`src/rtl/uart_receiver.sv`:
```
// UART receive engine: synchronises rx, samples mid-bit on bclk ticks, deframes
// start/data/stop and presents bytes via a valid/ack holding register. Optional parity: UART_RX_PARITY_EN.
module uart_receiver #(
  parameter int DATA_W     = 8,
  parameter int OVERSAMPLE = 16
) (
  input  logic              clk,
  input  logic              reset_n,
  input  logic              bclk,
  input  logic              rx,
  input  logic              rx_ack,
`ifdef UART_RX_PARITY_EN
  input  logic              parity_odd,
`endif
  output logic [DATA_W-1:0] rx_data,
  output logic              rx_valid,
  output logic              frame_err,
  output logic              overrun_err,
  output logic              parity_err,
  output logic              busy,
  output logic [2:0]        fsm_state
);

  localparam int CNT_W = $clog2(OVERSAMPLE);
  localparam int BIT_W = $clog2(DATA_W);
  localparam logic [CNT_W-1:0] HALF_END = CNT_W'(OVERSAMPLE / 2 - 1);
  localparam logic [CNT_W-1:0] FULL_END = CNT_W'(OVERSAMPLE - 1);
  localparam logic [BIT_W-1:0] LAST_BIT = BIT_W'(DATA_W - 1);

  localparam logic [2:0] ST_IDLE   = 3'd0;
  localparam logic [2:0] ST_START  = 3'd1;
  localparam logic [2:0] ST_DATA   = 3'd2;
`ifdef UART_RX_PARITY_EN
  localparam logic [2:0] ST_PARITY = 3'd3;
`endif
  localparam logic [2:0] ST_STOP   = 3'd4;

  logic [2:0]        state;
  logic              rx_meta;
  logic              rx_s;
  logic              bclk_q;
  logic              tick;
  logic [CNT_W-1:0]  tick_cnt;
  logic [BIT_W-1:0]  bit_cnt;
  logic [DATA_W-1:0] shreg;
`ifdef UART_RX_PARITY_EN
  logic              par_bad;
`endif

  assign tick      = bclk & ~bclk_q;
  assign busy      = (state != ST_IDLE);
  assign fsm_state = state;

`ifndef UART_RX_PARITY_EN
  assign parity_err = 1'b0;
`endif

  // Valid/ready contract: rx_valid stays high until a cycle with rx_ack; a frame
  // completing in that same cycle reloads rx_data and keeps rx_valid high.
  always_ff @(posedge clk or negedge reset_n) begin
    if (!reset_n) begin
      rx_meta     <= 1'b1;
      rx_s        <= 1'b1;
      bclk_q      <= 1'b0;
      state       <= ST_IDLE;
      tick_cnt    <= '0;
      bit_cnt     <= '0;
      shreg       <= '0;
      rx_data     <= '0;
      rx_valid    <= 1'b0;
      frame_err   <= 1'b0;
      overrun_err <= 1'b0;
`ifdef UART_RX_PARITY_EN
      parity_err  <= 1'b0;
      par_bad     <= 1'b0;
`endif
    end else begin
      rx_meta     <= rx;
      rx_s        <= rx_meta;
      bclk_q      <= bclk;
      frame_err   <= 1'b0;
      overrun_err <= 1'b0;
`ifdef UART_RX_PARITY_EN
      parity_err  <= 1'b0;
`endif
      if (rx_ack && rx_valid)
        rx_valid <= 1'b0;

      case (state)
        ST_IDLE: begin
          if (!rx_s) begin
            state    <= ST_START;
            tick_cnt <= '0;
          end
        end
        ST_START: begin
          if (tick) begin
            if (tick_cnt == HALF_END) begin
              tick_cnt <= '0;
              bit_cnt  <= '0;
              state    <= rx_s ? ST_IDLE : ST_DATA;
            end else begin
              tick_cnt <= tick_cnt + 1'b1;
            end
          end
        end
        ST_DATA: begin
          if (tick) begin
            if (tick_cnt == FULL_END) begin
              tick_cnt <= '0;
              shreg    <= {rx_s, shreg[DATA_W-1:1]};
              bit_cnt  <= bit_cnt + 1'b1;
              if (bit_cnt == LAST_BIT)
`ifdef UART_RX_PARITY_EN
                state <= ST_PARITY;
`else
                state <= ST_STOP;
`endif
            end else begin
              tick_cnt <= tick_cnt + 1'b1;
            end
          end
        end
`ifdef UART_RX_PARITY_EN
        ST_PARITY: begin
          if (tick) begin
            if (tick_cnt == FULL_END) begin
              tick_cnt <= '0;
              par_bad  <= ((^shreg) ^ rx_s) != parity_odd;
              state    <= ST_STOP;
            end else begin
              tick_cnt <= tick_cnt + 1'b1;
            end
          end
        end
`endif
        ST_STOP: begin
          if (tick) begin
            if (tick_cnt == FULL_END) begin
              tick_cnt  <= '0;
              state     <= ST_IDLE;
              frame_err <= ~rx_s;
`ifdef UART_RX_PARITY_EN
              parity_err <= par_bad;
`endif
              if (!rx_valid || rx_ack) begin
                rx_data  <= shreg;
                rx_valid <= 1'b1;
              end else begin
                overrun_err <= 1'b1;
              end
            end else begin
              tick_cnt <= tick_cnt + 1'b1;
            end
          end
        end
        default: state <= ST_IDLE;
      endcase
    end
  end

endmodule
```
`config.mk`:
```
export PLATFORM = sky130hd
export DESIGN_NAME = uart_receiver
export DESIGN_NICKNAME = d
export VERILOG_FILES = /design/src/rtl/uart_receiver.sv
export SDC_FILE = /design/constraint.sdc
export NUM_CORES = 1
export LEC_CHECK = 0
export ABC_AREA = 1
export BUFFER_PORTS_ARGS = -buffer_cell sky130_fd_sc_hd__buf_2
export CORE_MARGIN = 2
export CORE_UTILIZATION = 60
export CTS_BUF_LIST = sky130_fd_sc_hd__clkbuf_4
export DETAILED_ROUTE_END_ITERATION = 8
export PLACE_DENSITY = 0.82
export SLEW_MARGIN = 30
export SYNTH_ARGS = -nofsm -noshare
export SYNTH_HDL_FRONTEND = slang
export SYNTH_SLANG_ARGS = --single-unit
```
`constraint.sdc`:
```
create_clock -name clk -period 2.65 [get_ports clk]
set_input_delay 0.1325 -clock clk [delete_from_list [all_inputs] [get_ports clk]]
set_output_delay 0.1325 -clock clk [all_outputs]
set_load 0.005 [all_outputs]
```
==> summary.md <==
| Metric | Value |
|---|---|
| Status | `completed` |
| Worst Tran Pin Value | `683 ps` |
| Worst-path clk slew | `100 ps` |
| Critical Path Stages | `6` |
| Routed Antenna Nets | `0` |
| Req. time, crit path | `2880 ps` |
| Critical path startpoint category | `flip-flop` |
| Final wirelength | `3020 um` |
| Yosys reg bits | `32` |
| Met3 wire len | `119 um` |
| Post-synth EDFFs | `0` |
| Slew margin rel. | `0.545` |
| Worst Path Max Fanout | `16` |
| Hold Violations, Final | `0` |
| Reg2reg setup slack | `1040 ps` |
| Synth async-reset ratio | `1.00` |
| CTS tree | `done` |
| DRC viols | `0` |
| Synth Instances | `188` |
| Top post-synthesis cells by area | `dfrtp_1, nand2_1, o21ai_2, nand3_1, inv_1` |
| DR WL met2 | `1530 um` |
| Max-Cap Viols | `0` |
| Synthesized area | `1670 sq um` |
| Num CTS Buffers | `5` |
| Initial core utilization | `0.617` |
| Max VDD drop | `0.000634 V` |
| Area leader, netlist | `dfrtp_1` |
| # IOs | `21` |
| GPL Wtd Cong | `0.848` |
| Register area share after synthesis | `0.480` |
| Clock Latency Late Sink | `330 ps` |
| CP cell instances | `ha_1, nand3_4, nor2_8, nand4_4, nand2_1, o21ai_2` |
| Crit path time final | `1610 ps` |
| Synthesis Warnings | `0` |
| Cell family with most CP delay | `simple AND/OR/NAND/NOR gates` |
| Vias per Instance | `5.29` |
| R2r endpoint | `rx_data[5]` |
| Hpwl dp | `2240 um` |
| Slowest-stage cell, CP | `dfrtp_1` |
| Final setup fails | `0` |
| Post-synth top cells | `nand2_1, dfrtp_1, inv_1` |
| Mapped Nets | `196` |
| Unrepaired setup endpoints after global routing | `false` |
| CP Class | `flip-flop to flip-flop` |
| WP data arrival | `1830 ps` |
| Iteration-0 DRC count of the detailed router | `48` |
| Chip Width | `56.8 um` |
| Max Clk Rate | `0.622 GHz` |
| Core area | `2710 sq um` |
| Grt total ovfl | `0` |
| Row Count | `19` |
| Post-layout util | `0.683` |
| Clock Skew | `7.59 ps` |
| Vias in the first global route | `1261` |
| Initial antenna violation count | `0` |
| Number of antenna diodes | `0` |
| First-pass GRT wire length | `5480 um` |
| Slowest stage delay, CP | `420 ps` |
| Die area | `3230 sq um` |
| Post-DR wirelength/cell | `12.3 um` |
| Clock sink count | `32` |
| Hold Path Class | `input pin to flip-flop` |
| Critical path capture point type | `flip-flop` |
| Crit path launch | `tick_cnt[0]` |
| Vias | `1296` |
| Count leader, synth | `nand2_1` |
| Worst Path Buf+Inv | `0` |
| Setup TNS | `0 ps` |
| CTS root buffer | `clkbuf_4` |
| Drt first pass iters | `4` |
| Port bufs | `19` |
| Main synth FF type | `dfrtp_1` |
| Netlist cell types | `26` |
| Layout cell share with drive strength beyond 1 | `0.304` |
| Final nets | `221` |
| Reg-to-Reg Start | `tick_cnt[0]` |
| Die Y | `56.8 um` |
| GRT Overall Usage | `0.220` |
| Critical Path End | `rx_data[5]` |
| Area Overhead vs Synth | `10.6%` |
| H-tree Lvls | `2` |
| CTS Buffer Depth | `2` |
| Power Density | `704 nW/um^2` |
| Top Layer Used | `met4` |
| Post-CTS Setup Repair Bufs | `0` |
| Final Max Slew Viols | `0` |
| Largest net degree at the start of global routing | `33` |
| Fin crit share | `0.606` |
| WL met1 | `1290 um` |
| Leak | `1.02 nW` |
| Reg2reg path depth | `6` |
| Synthesized area per cell | `8.90 sq um` |
| Top-area cell type share of the netlist area | `0.449` |
## layout by cell type (no fill, tap or decap), drive strengths merged
| master | netlist | layout |
|---|---|---|
| nand2 | 69 | 69 |
| dfrtp | 30 | 30 |
| inv | 22 | 22 |
| nand3 | 20 | 20 |
| buf | 4 | 19 |
| o21ai | 18 | 18 |
| nor2 | 12 | 12 |
| clkbuf | 0 | 5 |
| clkinv | 1 | 4 |
| a21oi | 3 | 3 |
| ha | 3 | 3 |
| dlygate4sd3 | 0 | 3 |
| dfstp | 2 | 2 |
| nand4 | 2 | 2 |
| xnor2 | 1 | 1 |
| conb | 1 | 1 |
## worst reg2reg max path, stage by stage, from the launching register on
cell and delay, ps:
dfrtp_1 420, ha_1 280, nand3_4 150, nor2_8 150, nand4_4 260, nand2_1 180, o21ai_2 60
## layout make-up
| type | instances | area (sq um) |
|---|---|---|
| Clock buffer | 5 | 37.5 |
| Clock inverter | 3 | 13.8 |
| Fill cell | 221 | 860 |
| Inverter | 23 | 87.6 |
| Multi-Input combinational cell | 129 | 744 |
| Sequential cell | 32 | 803 |
| Tap cell | 31 | 38.8 |
| Timing Repair Buffer | 22 | 125 |
## registers in the layout, summed over array words and instances, names as in the netlist
signal	count
bit_cnt	3
overrun_err	1
fsm_state	3
shreg	8
rx_s	1
rx_valid	1
tick_cnt	4
frame_err	1
bclk_q	1
rx_meta	1
rx_data	8
## worst min path at each step
stage,slack [ps],depth (start not counted),startpoint,endpoint
floorplan,-160,0,reset_n,bclk_q
global placement,200,1,reset_n,rx_valid
detailed placement,210,1,reset_n,overrun_err
CTS,120,4,rx_ack,overrun_err
global route,130,4,rx_ack,overrun_err
finish,130,4,rx_ack,overrun_err
## routing by layer
metal  vias up  global-route usage
li1        646                   -
met1       611               0.271
met2        27               0.367
met3        12              0.0599
met4         0              0.0864
met5         -                   0
## what timing repair did
action	CTS	global route
gates resized for setup	0	0
hold endpoints to repair	32	0
hold buffers	3	0
endpoints found under the setup margin	0	0
## metrics by stage
step,setup WS [ps],instances,instance area (sq um),hold slack (ps),power [mW]
final,1040,245,1850,131,1.30
after global routing,876,245,1850,130,1.40
after CTS,1040,245,1850,120,1.31
after detailed placement,1060,234,1770,209,1.04
after global placement,1150,234,1770,202,1.02
after floorplan,1250,188,1670,-163,0.932
## where the power goes
part | total, mW | internal, mW | switching, mW | leakage (nW)
Combinational | 0.450 | 0.152 | 0.297 | 0.556
Clock | 0.264 | 0.0972 | 0.167 | 0.0324
Sequential | 0.589 | 0.521 | 0.0678 | 0.429
## kinds of logic after synthesis
kind of cell | synth area share
simple gates | 0.319
fa+ha+maj | 0.0224
xor+xnor | 0.00524
buf+inv | 0.0748
compound gates | 0.0965
other cells | 0.00224
flops | 0.480
Power figures use the tool's default switching activity.
